[src/rtl/cdc_pkg.sv]
// Shared types and limits for the destination-domain glitch filter.
package cdc_pkg;

    typedef enum logic [1:0] {
        S_LOW,
        S_LOW_CHK,
        S_HIGH,
        S_HIGH_CHK
    } glitch_state_t;

    localparam int MAX_STABLE_CYCLES = 255;

endpackage

[src/rtl/cdc_glitch_filter_sat_counter.sv]
// Saturating up-counter with a synchronous clear that takes effect before the increment.
module sat_counter #(
    parameter int WIDTH = 8
) (
    input  logic             clk,
    input  logic             rst_n,
    input  logic             i_clr,
    input  logic             i_inc,
    output logic [WIDTH-1:0] o_cnt,
    output logic             o_sat
);

    localparam logic [WIDTH-1:0] CNT_MAX = '1;
    localparam logic [WIDTH-1:0] CNT_ONE = WIDTH'(1);

    always_ff @(posedge clk) begin
        if (!rst_n) begin
            o_cnt <= '0;
        end else if (i_clr) begin
            o_cnt <= i_inc ? CNT_ONE : '0;
        end else if (i_inc && (o_cnt != CNT_MAX)) begin
            o_cnt <= o_cnt + CNT_ONE;
        end
    end

    assign o_sat = (o_cnt == CNT_MAX);

endmodule

[src/rtl/cdc_glitch_filter.sv]
// Accepts a synchronized level change only after it has held for STABLE_CYCLES samples;
// emits the filtered level, rise/fall pulses and a saturating accepted-edge count.
//
// state      | meaning
// S_LOW      | stable low, qcnt = 0
// S_LOW_CHK  | low, qualifying a high
// S_HIGH     | stable high, qcnt = 0
// S_HIGH_CHK | high, qualifying a low
module cdc_glitch_filter
    import cdc_pkg::*;
#(
    parameter int STABLE_CYCLES = 4,
    parameter int CNT_WIDTH     = 8
) (
    input  logic                 clk,
    input  logic                 rst_n,
    input  logic                 i_sig_sync,
    input  logic                 i_clr_cnt,
    output logic                 o_level,
    output logic                 o_rise,
    output logic                 o_fall,
    output logic [CNT_WIDTH-1:0] o_edge_cnt,
    output logic                 o_cnt_sat
);

    localparam int              QW     = $clog2(STABLE_CYCLES + 1);
    localparam logic [QW-1:0]   Q_ONE  = QW'(1);
    localparam logic [QW-1:0]   Q_LAST = QW'(STABLE_CYCLES - 1);
    localparam logic            ONE_CYCLE = (STABLE_CYCLES == 1);

    generate
        if (STABLE_CYCLES < 1 || STABLE_CYCLES > MAX_STABLE_CYCLES) begin : g_bad_stable
            $error("cdc_glitch_filter: STABLE_CYCLES out of range 1..255");
        end
        if (CNT_WIDTH < 2) begin : g_bad_width
            $error("cdc_glitch_filter: CNT_WIDTH must be at least 2");
        end
    endgenerate

    glitch_state_t state, state_nxt;
    logic [QW-1:0] qcnt, qcnt_nxt;
    logic          rise_nxt, fall_nxt;

    always_ff @(posedge clk) begin
        if (!rst_n) begin
            state  <= S_LOW;
            qcnt   <= '0;
            o_rise <= 1'b0;
            o_fall <= 1'b0;
        end else begin
            state  <= state_nxt;
            qcnt   <= qcnt_nxt;
            o_rise <= rise_nxt;
            o_fall <= fall_nxt;
        end
    end

    // Pulses are decided here and registered alongside the state so they line up with o_level.
    always_comb begin
        state_nxt = state;
        qcnt_nxt  = qcnt;
        rise_nxt  = 1'b0;
        fall_nxt  = 1'b0;
        unique case (state)
            S_LOW: begin
                qcnt_nxt = '0;
                if (i_sig_sync) begin
                    if (ONE_CYCLE) begin
                        state_nxt = S_HIGH;
                        rise_nxt  = 1'b1;
                    end else begin
                        state_nxt = S_LOW_CHK;
                        qcnt_nxt  = Q_ONE;
                    end
                end
            end
            S_LOW_CHK: begin
                if (!i_sig_sync) begin
                    state_nxt = S_LOW;
                    qcnt_nxt  = '0;
                end else if (qcnt == Q_LAST) begin
                    state_nxt = S_HIGH;
                    qcnt_nxt  = '0;
                    rise_nxt  = 1'b1;
                end else begin
                    qcnt_nxt = qcnt + Q_ONE;
                end
            end
            S_HIGH: begin
                qcnt_nxt = '0;
                if (!i_sig_sync) begin
                    if (ONE_CYCLE) begin
                        state_nxt = S_LOW;
                        fall_nxt  = 1'b1;
                    end else begin
                        state_nxt = S_HIGH_CHK;
                        qcnt_nxt  = Q_ONE;
                    end
                end
            end
            S_HIGH_CHK: begin
                if (i_sig_sync) begin
                    state_nxt = S_HIGH;
                    qcnt_nxt  = '0;
                end else if (qcnt == Q_LAST) begin
                    state_nxt = S_LOW;
                    qcnt_nxt  = '0;
                    fall_nxt  = 1'b1;
                end else begin
                    qcnt_nxt = qcnt + Q_ONE;
                end
            end
            default: begin
                state_nxt = S_LOW;
                qcnt_nxt  = '0;
            end
        endcase
    end

    always_comb begin
        o_level = (state == S_HIGH) || (state == S_HIGH_CHK);
    end

    sat_counter #(
        .WIDTH (CNT_WIDTH)
    ) u_edge_cnt (
        .clk   (clk),
        .rst_n (rst_n),
        .i_clr (i_clr_cnt),
        .i_inc (o_rise | o_fall),
        .o_cnt (o_edge_cnt),
        .o_sat (o_cnt_sat)
    );

endmodule

[config.mk]
export PLATFORM = sky130hd
export DESIGN_NAME = cdc_glitch_filter
export DESIGN_NICKNAME = d
export VERILOG_FILES = /design/src/rtl/cdc_pkg.sv /design/src/rtl/cdc_glitch_filter_sat_counter.sv /design/src/rtl/cdc_glitch_filter.sv
export SDC_FILE = /design/constraint.sdc
export NUM_CORES = 1
export LEC_CHECK = 0
export BUFFER_PORTS_ARGS = -buffer_cell sky130_fd_sc_hd__buf_2
export CORE_MARGIN = 3
export CORE_UTILIZATION = 34
export CTS_CLUSTER_DIAMETER = 80
export DETAILED_ROUTE_END_ITERATION = 12
export PLACE_DENSITY = 0.63
export RECOVER_POWER = 25
export SLEW_MARGIN = 40
export SYNTH_ARGS = -nofsm -noshare
export SYNTH_HDL_FRONTEND = slang
export SYNTH_SLANG_ARGS = --single-unit
[constraint.sdc]
create_clock -name clk -period 2.1 [get_ports clk]
set_input_delay 0 -clock clk [delete_from_list [all_inputs] [get_ports clk]]
set_output_delay 0 -clock clk [all_outputs]
set_load 0.01 [all_outputs]
Word-level counts from Yosys, hierarchy flattened
Index checks and enable logic that the tools add are counted.
{"block": "totals", "elab_cells": 44, "output_inout_bits": 12, "ff_bits": 15, "inputBits": 4}
{"block": "op_classes", "eq_ne": 10, "n_reduce_logical": 7, "n_mux": 17, "bitwise": 3, "n_addsub": 2}
{"cell": "8-bit 2-to-1 mux", "n": 2}
{"cell": "2-bit 2-to-1 mux", "n": 6}
{"cell": "3-bit one-hot mux with 4 select lines", "n": 1}
{"cell": "3-bit 2-to-1 mux", "n": 3}
{"cell": "8-bit by 1-bit adder with 8-bit output, second input constant", "n": 1}
{"cell": "8-bit equality test, second input constant", "n": 1}
{"cell": "8-bit != test, second input constant", "n": 1}
{"cell": "2-bit one-hot mux with 4 select lines", "n": 1}
{"cell": "3-bit != test, second input constant", "n": 2}
{"cell": "2-bit equality test, second input constant", "n": 2}
{"cell": "1-bit 2-to-1 mux", "n": 4}
{"cell": "2-bit != test, second input constant", "n": 2}
{"cell": "4-bit AND reduction", "n": 1}
{"cell": "3-bit by 1-bit adder with 3-bit output, second input constant", "n": 1}
{"cell": "3-bit by 2-bit equality test with 1-bit output, second input constant", "n": 1}
{"cell": "3-bit AND reduction", "n": 1}
{"cell": "3-bit OR reduction", "n": 1}
{"cell": "2-bit by 1-bit equality test with 1-bit output, second input constant", "n": 1}
{"cell": "2-bit zero test", "n": 1}
{"cell": "1-bit inverter", "n": 2}
{"cell": "2-bit nonzero test", "n": 1}
{"cell": "1-bit logical AND", "n": 1}
{"cell": "1-bit logical OR", "n": 1}
{"cell": "1-bit bitwise OR", "n": 1}

Depth between registers and ports, before layout
Gate-level depths: netlist (run 1).
{"block": "logic_depth", "depth_word": 4, "ltp_mapped": 5, "mapped_depth_nobuf": 4}

Hierarchy
A second synthesis (run 1) with hierarchy kept.
{"block": "unflattened", "hier_cells": 78, "hier_area_um2": 708.2}
{"module": "sat_counter", "cells_each": 51, "instances": 1, "area_each_um2": 444.2, "seq_area_each_um2": 160.2}
{"module": "cdc_glitch_filter", "cells_each": 27, "instances": 1, "area_each_um2": 264.0, "seq_area_each_um2": 140.1}

Worst setup path before layout (run 1)
No wires, ideal clock.
{"block": "synth_timing", "path_kind": "flip-flop to flip-flop", "startpoint": "register u_edge_cnt.o_cnt[0]", "endpoint": "register u_edge_cnt.o_cnt[1]", "path_slack_ns": 0.752, "setup_time_ns": 0.072, "path_buffers": 1, "stages_incl_launch_ff": 6, "arrival_ns": 1.277, "required_time_ns": 2.028, "cell_sequence": "dfxtp_1 > ha_1 > and4_1 > buf_6 > a21oi_1 > mux2i_1"}
{"block": "synth_between", "elab_chain_cells": 3, "elab_cells_between_ends": 6, "cone_classes": "add/sub: 1; eq/ne: 1; mux: 2; reduce/logical: 2"}
{"item": "start, declared", "line": "cdc_glitch_filter_sat_counter.sv:9", "source": "output logic [WIDTH-1:0] o_cnt,"}
{"item": "start signal, assigned", "line": "cdc_glitch_filter_sat_counter.sv:20", "source": "o_cnt <= i_inc ? CNT_ONE : '0;"}
{"item": "start signal, assigned", "line": "cdc_glitch_filter_sat_counter.sv:22", "source": "o_cnt <= o_cnt + CNT_ONE;"}
{"item": "8-bit by 1-bit adder with 8-bit output or 8-bit != test (tied branches)", "line": "cdc_glitch_filter_sat_counter.sv:22, cdc_glitch_filter_sat_counter.sv:21"}
{"item": "8-bit 2-to-1 mux or 1-bit logical AND (tied branches)", "line": "cdc_glitch_filter_sat_counter.sv:21", "source": "end else if (i_inc && (o_cnt != CNT_MAX)) begin"}
{"item": "8-bit 2-to-1 mux or 2-bit nonzero test (tied branches)"}
Parallel ways exist; a longest one is shown, timed or not. The select of a mux whose other input is x is not followed.
A chain may end at the register's enable or synchronous reset.

Worst setup path in the final report (run 1)
{"block": "layout_timing", "startpoint": "register u_edge_cnt.o_cnt[1]", "endpoint": "output o_cnt_sat"}
{"block": "layout_between", "elab_chain_cells": 1}
{"item": "8-bit equality test", "line": "cdc_glitch_filter_sat_counter.sv:26", "source": "assign o_sat = (o_cnt == CNT_MAX);"}
{"item": "end, declared", "line": "cdc_glitch_filter.sv:23", "source": "output logic o_cnt_sat"}
Every way passes these cells.

==> impl_metrics.json, run 1 <==
{
  "nets": 98,
  "io-pin-count": 16,
  "antenna_found_initial": 0,
  "syn_to_final_growth_pct": 17.17,
  "clk_pin_slew_worst_paths_ns": 0.09,
  "hold_ws_ns": 0.03934,
  "tightest_slew_ns": 0.2896,
  "nFillCells": 193,
  "vias": 626,
  "async_flop_share_pct": 0,
  "tns_ns": 0,
  "start_kind": "register",
  "critical_path_class": "register to primary output",
  "yosys_warnings": 0,
  "crit_fanout": 6,
  "timing.fmax_mhz": 632.9,
  "place_ws_ns": 0.7059,
  "worst_skew_pair.late_latency_ns": 0.28,
  "cts_made_buffers": 3,
  "start_util_pct": 38.44,
  "netlist.area_leader.share_pct": 42.48,
  "yosysMostFrequentCell": "dfxtp_1",
  "cts_hold_buffers": 1,
  "die_width_microns": 51.60,
  "maxCapViolations": 0,
  "wl_met2_microns": 750,
  "fin_crit_ns": 1.580,
  "avgSynthCellArea_sq_um": 9.684,
  "yosysTopAreaCell": "dfxtp_1",
  "drv_slew": 0,
  "grt_pass1_vias": 550,
  "grt_max_degree": 10,
  "cts_resized": 0,
  "cts.sinks": 15,
  "netlist_instances": 73,
  "htreeDepth": 1,
  "cp_data_required_time_ns": 2.10,
  "hpwlAfterDp_microns": 1115,
  "worst_slack_ns": 0.5200,
  "wl_met1_microns": 629,
  "synth-edff-count": 0,
  "port_buffers": 15,
  "seq_area_frac_synth_pct": 42.48,
  "grt_pass1_wl_microns": 2470,
  "timing_hold_violations_final": 0,
  "core-area_sq_um": 1839,
  "vdd.ir_drop.worst_mv": 0.3056,
  "via_per_inst": 5.397,
  "final_area_sq_um": 828.3,
  "cts_tree": "built",
  "hold_class": "input port to register",
  "power_density_nw_per_um2": 569.2,
  "dr.pass1.iters": 4,
  "drc": 0,
  "synth_flop_cell": "dfxtp_1",
  "arrival_ns": 1.58,
  "outcome": "finished clean",
  "fin_skew_ns": 0.007632,
  "synthTopCellsByCount": "15 x dfxtp_1, 5 x nand2_1, 4 x a21oi_1, 4 x nor2b_1",
  "wl_met3_microns": 121,
  "die_h_microns": 51.60,
  "synth_area_sq_um": 706.9,
  "drive_gt1_share_pct": 18.68,
  "n_antenna_cell": 0,
  "highest_layer": "met4",
  "drt_iter0_drc": 6,
  "dieArea_sq_um": 2663,
  "cts-root-buf": "clkbuf_4",
  "place_area_sq_um": 798.3,
  "leakage_nw": 0.3633,
  "clockBufferDepth": 2,
  "post-cts-setup-buffers": 0,
  "fin_total_pwr_mw": 0.4714,
  "ant_nets": 0,
  "synth_fp_nets": 79,
  "grtUsageTotal_pct": 12.28,
  "num_rows": 15,
  "netlist_top_cells_area": "dfxtp_1 42%, ha_1 3.5%, nor2b_1 3.5%, nor3b_1 3.2%, o2111a_1 3.2%",
  "synth-seq-cells": 15,
  "slew_headroom_pct": 80.65,
  "setup_viol": 0,
  "wl_microns": 1515,
  "rsz0062_at_grt": "no",
  "gp_congestion": 0.7546,
  "timing.final.crit_share_pct": 75.24,
  "synth.distinct_cells": 34,
  "routedWlPerCell_microns": 13.06,
  "globalRouteOverflowTotal": 0,
  "worstSetupEndpointType": "primary output"
}
registers in the layout, indices dropped and copies added, names as in the netlist, named ones only:
| signal | flops |
|---|---|
| u_edge_cnt.o_cnt | 8 |
| qcnt | 3 |
| o_fall | 1 |
| o_rise | 1 |
| state | 1 |
where the power goes:
| group | internal (mW) | switching (mW) | leakage [nW] |
|---|---|---|---|
| logic | 0.00852 | 0.00954 | 0.224 |
| clock network | 0.0707 | 0.0942 | 0.0177 |
| registers | 0.287 | 0.00184 | 0.121 |
final cells by class:
class / instances / area, sq um / share of cell area [%]
Clock buffer: 3 / 22.52 / 2.719
Inverter: 2 / 7.507 / 0.9063
Multi-Input combinational cell: 54 / 384.1 / 46.37
Tap cell: 25 / 31.28 / 3.776
Sequential cell: 15 / 300.3 / 36.25
Timing Repair Buffer: 16 / 77.57 / 9.366
Clock inverter: 1 / 5.005 / 0.6042
layout by cell type (no fill, tap or decap), types with 2 or more instances in the layout:
cell type / n
a21oi_1: 4
nand2_1: 5
inv_1: 2
clkbuf_4: 3
nor2_1: 3
buf_2: 9
and4_1: 2
nor2b_1: 4
and3_1: 3
dfxtp_1: 15
o2111a_1: 2
o21ai_0: 3
nor3_1: 2
clkbuf_1: 6
nor3b_1: 3
nand3_1: 2
mux2i_1: 2
ha_1: 2
cells by family after synthesis:
kind of cell / Yosys count / synth area share (%)
AOI/OAI and AO/OA: 19 / 21.06
xor gates and xnor gates: 1 / 1.239
adders and majority gates: 2 / 3.539
buffers and inverters: 4 / 3.186
DFF: 15 / 42.48
muxes: 2 / 2.832
and+or+nand+nor: 30 / 25.67
metal layers:
layer	vias up	global-route usage (%)
met3	2	4.011
met4	0	3.930
li1	313	-
met1	288	14.59
met5	-	0
met2	23	20.76
path summary, 6_finish.rpt:
check        slack, ns                 from             endpoint  cells after the start
max               0.52  u_edge_cnt.o_cnt[1]            o_cnt_sat                      5
max reg2reg       0.69  u_edge_cnt.o_cnt[0]  u_edge_cnt.o_cnt[1]                      4
min               0.04                rst_n             register                      2
min reg2reg       0.44              qcnt[0]              qcnt[0]                      1
critical path, stage by stage, from the launching register on:
cell,delay (ns)
dfxtp_1,0.41
ha_1,0.25
and4_1,0.35
nand2_1,0.11
inv_1,0.06
buf_2,0.12
metrics by stage:
step | util [%] | cells
finish | 45.03 | 116
global route | 45.03 | 116
CTS | 45.44 | 116
detailed placement | 43.40 | 111
global placement | 43.40 | 111
floorplan | - | 73
Note: power is estimated with default switching activity, not from simulation.
==> run 2: changes to the inputs <==
--- a/config.mk
+++ b/config.mk
@@ -5,6 +5,7 @@
 export SDC_FILE = /design/constraint.sdc
 export NUM_CORES = 1
 export LEC_CHECK = 0
+export ABC_AREA = 1
 export BUFFER_PORTS_ARGS = -buffer_cell sky130_fd_sc_hd__buf_2
 export CORE_MARGIN = 3
 export CORE_UTILIZATION = 34
==> constraint.sdc (replaced) <==
create_clock -name clk -period 1.57 [get_ports clk]
set_input_delay 0 -clock clk [delete_from_list [all_inputs] [get_ports clk]]
set_output_delay 0 -clock clk [all_outputs]
set_load 0.01 [all_outputs]
==> run 2 against run 1 <==
Worst setup slack got worse by 0.40 ns; critical path depth rose by 1; design area rose by 10%; first-iteration DRC count rose by 120%; die area rose by 7.5%; largest cell class unchanged.
==> impl_metrics.json, run 2 <==
{
  "power_frac_comb_pct": 7.5,
  "timing.fmax_mhz": 687.5,
  "core-area_sq_um": 2042,
  "timing_hold_violations_final": 0,
  "routedWlPerCell_microns": 9.516,
  "nets": 135,
  "dieArea_sq_um": 2862,
  "crit_family": "flip-flops",
  "largest_reg_flops": 8,
  "tightest_slew_ns": 0.3228,
  "setup_viol": 0,
  "hpwlAfterDp_microns": 1171,
  "synth.area.mux_share_pct": 0,
  "gp_congestion": 0.7991,
  "grt_pass1_vias": 605,
  "wl_microns": 1475,
  "netlist_instances": 108,
  "fin_skew_ns": 0.002081,
  "cts.sinks": 15,
  "synth_top_family_by_area": "simple AND/OR/NAND/NOR gates",
  "nFillCells": 222,
  "cts_made_buffers": 3,
  "io-pin-count": 16,
  "num_rows": 16,
  "drv_slew": 0,
  "antenna_found_initial": 0,
  "leakage_nw": 0.4112,
  "arrival_ns": 1.45,
  "yosysTopAreaCell": "dfxtp_1",
  "drc": 0,
  "grt_max_degree": 10,
  "synth-xor-area-share_pct": 0,
  "fin_crit_ns": 1.455,
  "place_area_sq_um": 872.1,
  "outcome": "finished clean",
  "maxCapViolations": 0,
  "final_area_sq_um": 912.1,
  "clockBufferDepth": 2,
  "async_flop_share_pct": 0,
  "die_width_microns": 53.50,
  "dr.pass1.iters": 4,
  "synth_area_sq_um": 767.0,
  "start_kind": "register",
  "vias": 729,
  "globalRouteOverflowTotal": 0,
  "worst_slack_ns": 0.1154,
  "cts_resized": 0,
  "synth-edff-count": 0,
  "drt_iter0_drc": 13,
  "fin_total_pwr_mw": 0.6694,
  "p_int_mw": 0.5036,
  "crit_buf_inv": 2,
  "worstRegToRegCells": 8,
  "grt_pass1_wl_microns": 2380,
  "cts-root-buf": "clkbuf_4",
  "cts_tree": "built",
  "syn_to_final_growth_pct": 18.92,
  "avgSynthCellArea_sq_um": 7.102,
  "die_h_microns": 53.50,
  "synth-seq-cells": 15,
  "critical_path_class": "register to primary output",
  "switching_share_pct": 24.76,
  "power_density_nw_per_um2": 733.8,
  "worstSetupEndpointType": "primary output",
  "synthTopCellsByCount": "18 x inv_1, 18 x nand2_1, 15 x dfxtp_1, 15 x nor2_1, 11 x nand3_1",
  "clk_pin_slew_worst_paths_ns": 0.09,
  "path_cells": "ha_1, nand2_2, nor2_4, nand2_4, inv_1, buf_2",
  "synth_flop_cell": "dfxtp_1",
  "vdd.ir_drop.worst_mv": 0.4685,
  "max_stage_delay_ns": 0.42,
  "largestRegisters": "u_edge_cnt.o_cnt x8, qcnt x3",
  "p_sw_mw": 0.1657,
  "place_ws_ns": 0.1911,
  "ant_nets": 0,
  "seq_area_frac_synth_pct": 39.15,
  "critical-path-slowest-cell": "dfxtp_1",
  "port_buffers": 15,
  "yosys.area_share.simple_pct": 38.17,
  "rsz0062_at_grt": "no",
  "synth-compound-area-share_pct": 9.135,
  "tns_ns": 0,
  "start_util_pct": 37.56,
  "final_cell_mix": "18 x inv_1, 18 x nand2_1, 15 x nor2_1, 15 x dfxtp_1, 11 x nand3_1",
  "synth.distinct_cells": 20,
  "synth_fp_nets": 114,
  "yosys_warnings": 0,
  "hold_class": "input port to register",
  "regMostFlops": "u_edge_cnt.o_cnt",
  "grtUsageTotal_pct": 11.85,
  "hold_path_depth": 4,
  "timing.final.crit_share_pct": 92.65,
  "via_per_inst": 4.703,
  "synth-adder-area-share_pct": 3.263,
  "n_antenna_cell": 0,
  "worst_skew_pair.late_latency_ns": 0.28,
  "netlist.area_leader.share_pct": 39.15,
  "crit_fanout": 8,
  "htreeDepth": 1,
  "cp_data_required_time_ns": 1.57,
  "path_depth": 6,
  "seq_power_share_pct": 59.4,
  "clockPowerShare_pct": 33.1,
  "drive_gt1_share_pct": 18.75,
  "netlist_top_cells_area": "dfxtp_1 39%, inv_1 8.8%, nand2_1 8.8%, nor2_1 7.3%, nand3_1 7.2%",
  "slew_headroom_pct": 78.40
}
run 2: worst paths after layout:
kind,startpoint,endpoint,slack [ns]
max,u_edge_cnt.o_cnt[0],o_cnt_sat,0.12
min,i_clr_cnt,u_edge_cnt.o_cnt[7],0.06
max reg2reg,u_edge_cnt.o_cnt[0],u_edge_cnt.o_cnt[0],0.18
min reg2reg,qcnt[0],qcnt[0],0.44
run 2: logic make-up (layout without fill, tap and decap cells):
kind of cell    after synthesis  after routing
compound gates               12             12
fa+ha+maj                     2              2
buf+inv                      20             40
flops                        15             15
simple gates                 59             59
run 2: per-layer routing:
layer | global-route usage (%) | routed length (microns) | up-vias
li1 | - | - | 382
met1 | 11.84 | 603 | 330
met2 | 20.41 | 759 | 15
met3 | 5.915 | 102 | 2
met4 | 5.106 | 10 | 0
met5 | 0 | 0 | -
run 2: cell type report:
class	instances	area (sq um)	area share [%]
clock buffer	3	22.52	2.469
clock inverter	1	5.005	0.5487
inverter	18	67.56	7.407
multi-input combinational	73	387.9	42.52
sequential	15	300.3	32.92
tap	27	33.78	3.704
timing repair buffer	18	95.09	10.43
run 2: power groups by stage:
stage	Sequential (mW)	Combinational (mW)	Clock (mW)
finish	0.398	0.0501	0.222
detailed placement	0.407	0.0473	0
global placement	0.406	0.0464	0
floorplan	0.405	0.0319	0
CTS	0.398	0.0511	0.238
global route	0.399	0.0566	0.252
run 2: metrics by stage:
| step | util (%) | hold slack, ns | cells |
|---|---|---|---|
| 6_report | 44.67 | 0.06261 | 155 |
| 2_1_floorplan | - | 0.07760 | 108 |
| 4_1_cts | 45.04 | 0.05351 | 155 |
| 3_3_place_gp | 42.71 | 0.2320 | 149 |
| 3_5_place_dp | 42.71 | 0.2345 | 149 |
| 5_1_grt | 44.67 | 0.04909 | 155 |
run 2: worst register-to-register path: cells and delay by family (launching register included):
kind                     cells  cell delay [ns]
AO/OA/AOI/OAI                1             0.05
adder cells (fa/ha/maj)      1             0.22
flip-flops                   1             0.42
AND/OR/NAND/NOR              6             0.61
run 2: timing repair:
action	CTS	global route
buffers inserted	0	0
hold endpoints to repair	3	0
hold buffers	2	0
setup endpoints to repair	0	0
==> run 3: changes to the inputs <==
==> constraint.sdc (replaced) <==
create_clock -name clk -period 1.81 [get_ports clk]
set_input_delay 0 -clock clk [delete_from_list [all_inputs] [get_ports clk]]
set_output_delay 0 -clock clk [all_outputs]
set_load 0.01 [all_outputs]
==> run 3 against run 2 <==
Largest cell class unchanged; non-clock buffer count did not move; clock-buffer cell count did not move; clock skew rose by 0.0028 ns; global-route usage rose by 0.25 points; cell count did not move.
==> impl_metrics.json, run 3 (synthesis results as in run 2) <==
{
  "outcome": "finished clean",
  "cts_made_buffers": 3,
  "globalRouteOverflowTotal": 0,
  "die_h_microns": 53.50,
  "drt_iter0_drc": 12,
  "syn_to_final_growth_pct": 19.58,
  "crit_fanout": 3,
  "crit_buf_inv": 3,
  "port_buffers": 15,
  "dieArea_sq_um": 2862,
  "dr.pass1.iters": 4,
  "routedWlPerCell_microns": 9.361,
  "final_cell_mix": "18 x inv_1, 18 x nand2_1, 15 x nor2_1, 15 x dfxtp_1, 11 x nand3_1",
  "largestRegisters": "u_edge_cnt.o_cnt x8, qcnt x3",
  "worstSetupEndpointType": "register",
  "start_util_pct": 37.56,
  "arrival_ns": 1.82,
  "hold_ws_ns": 0.04302,
  "vdd.ir_drop.worst_mv": 0.5912,
  "post-cts-setup-buffers": 0,
  "largest_reg_flops": 8,
  "timing_hold_violations_final": 0,
  "ant_nets": 0,
  "crit_family": "buffers and inverters",
  "num_rows": 16,
  "fin_skew_ns": 0.004888,
  "hpwlAfterDp_microns": 1133,
  "utilization_pct": 44.91,
  "finalNonFillerCells": 155,
  "fin_total_pwr_mw": 0.5942,
  "n_antenna_cell": 0,
  "place_ws_ns": 0.4162,
  "cp_data_required_time_ns": 2.06,
  "regMostFlops": "u_edge_cnt.o_cnt",
  "critical_path_class": "register to register",
  "crit_path_frequent_cell": "inv_1",
  "nets": 135,
  "worst_slack_ns": 0.2379,
  "core-area_sq_um": 2042,
  "vias": 724,
  "leakage_nw": 0.4089,
  "drc": 0,
  "cts_tree": "built",
  "cts.sinks": 15,
  "clockBufferDepth": 2,
  "die_width_microns": 53.50,
  "timing.final.crit_share_pct": 86.85,
  "drv_slew": 0,
  "htreeDepth": 1,
  "maxCapViolations": 0,
  "cts-root-buf": "clkbuf_4",
  "tightest_slew_ns": 0.5832,
  "setup_viol": 0,
  "io-pin-count": 16,
  "start_kind": "register",
  "hold_class": "input port to register",
  "wl_microns": 1451,
  "clk_pin_slew_worst_paths_ns": 0.10,
  "grt_pass1_vias": 603,
  "worst_skew_pair.late_latency_ns": 0.30,
  "fin_crit_ns": 1.572,
  "slew_headroom_pct": 61.12,
  "grtUsageTotal_pct": 12.10,
  "gp_congestion": 0.7981,
  "grt_max_degree": 11,
  "critical-path-slowest-cell": "dlygate4sd3_1",
  "final_area_sq_um": 917.1,
  "via_per_inst": 4.671,
  "drive_gt1_share_pct": 17.97,
  "max_stage_delay_ns": 0.56,
  "power_density_nw_per_um2": 647.9,
  "timing.fmax_mhz": 636.1,
  "tns_ns": 0,
  "dp.cells": 148,
  "grt_pass1_wl_microns": 2442,
  "place_area_sq_um": 864.6,
  "path_cells": "ha_1, inv_1, nor2_1, inv_1, nor3_1, dlygate4sd3_1",
  "rsz0062_at_grt": "no",
  "antenna_found_initial": 0
}
## run 3: cell type report
type	count	area (sq um)
fillers	237	1125
multi-input cells	73	387.9
flip-flops and latches	15	300.3
repair buffers	18	97.59
inverters	18	67.56
well taps	27	33.78
clock buffers	3	22.52
clock inverters	1	7.507
## run 3: power by group
| group | internal (mW) | leakage, nW | switching, mW | total, mW |
|---|---|---|---|---|
| registers | 0.337 | 0.122 | 0.00785 | 0.345 |
| clock network | 0.0843 | 0.0139 | 0.122 | 0.206 |
| logic | 0.0177 | 0.273 | 0.0252 | 0.0429 |
| total | 0.439 | 0.409 | 0.155 | 0.594 |
## run 3: final timing paths
path | depth (start not counted) | slack (ns) | from | to
hold / removal | 4 | 0.04 | i_clr_cnt | u_edge_cnt.o_cnt[7]
setup / recovery | 6 | 0.24 | qcnt[0] | o_fall
hold reg to reg | 1 | 0.45 | qcnt[0] | qcnt[0]
setup reg to reg | 6 | 0.24 | qcnt[0] | o_fall
## run 3: tightest hold or removal path: cells and delay by family
family,cells,cell delay (ns)
buffers and inverters,1,0.10
AND/OR/NAND/NOR,3,0.20
## run 3: timing repair
item                                   4_1_cts  5_1_grt
hold buffers                                 3        0
resized for setup                            0        0
endpoints found under the hold margin        3        0
## run 3: metal layers
metal	GRT usage, %	vias up	share of wire (%)
met1	13.74	318	44
met2	18.98	19	46
met4	5.106	0	1.5
li1	-	383	-
met3	5.915	4	8.0
met5	0	-	0
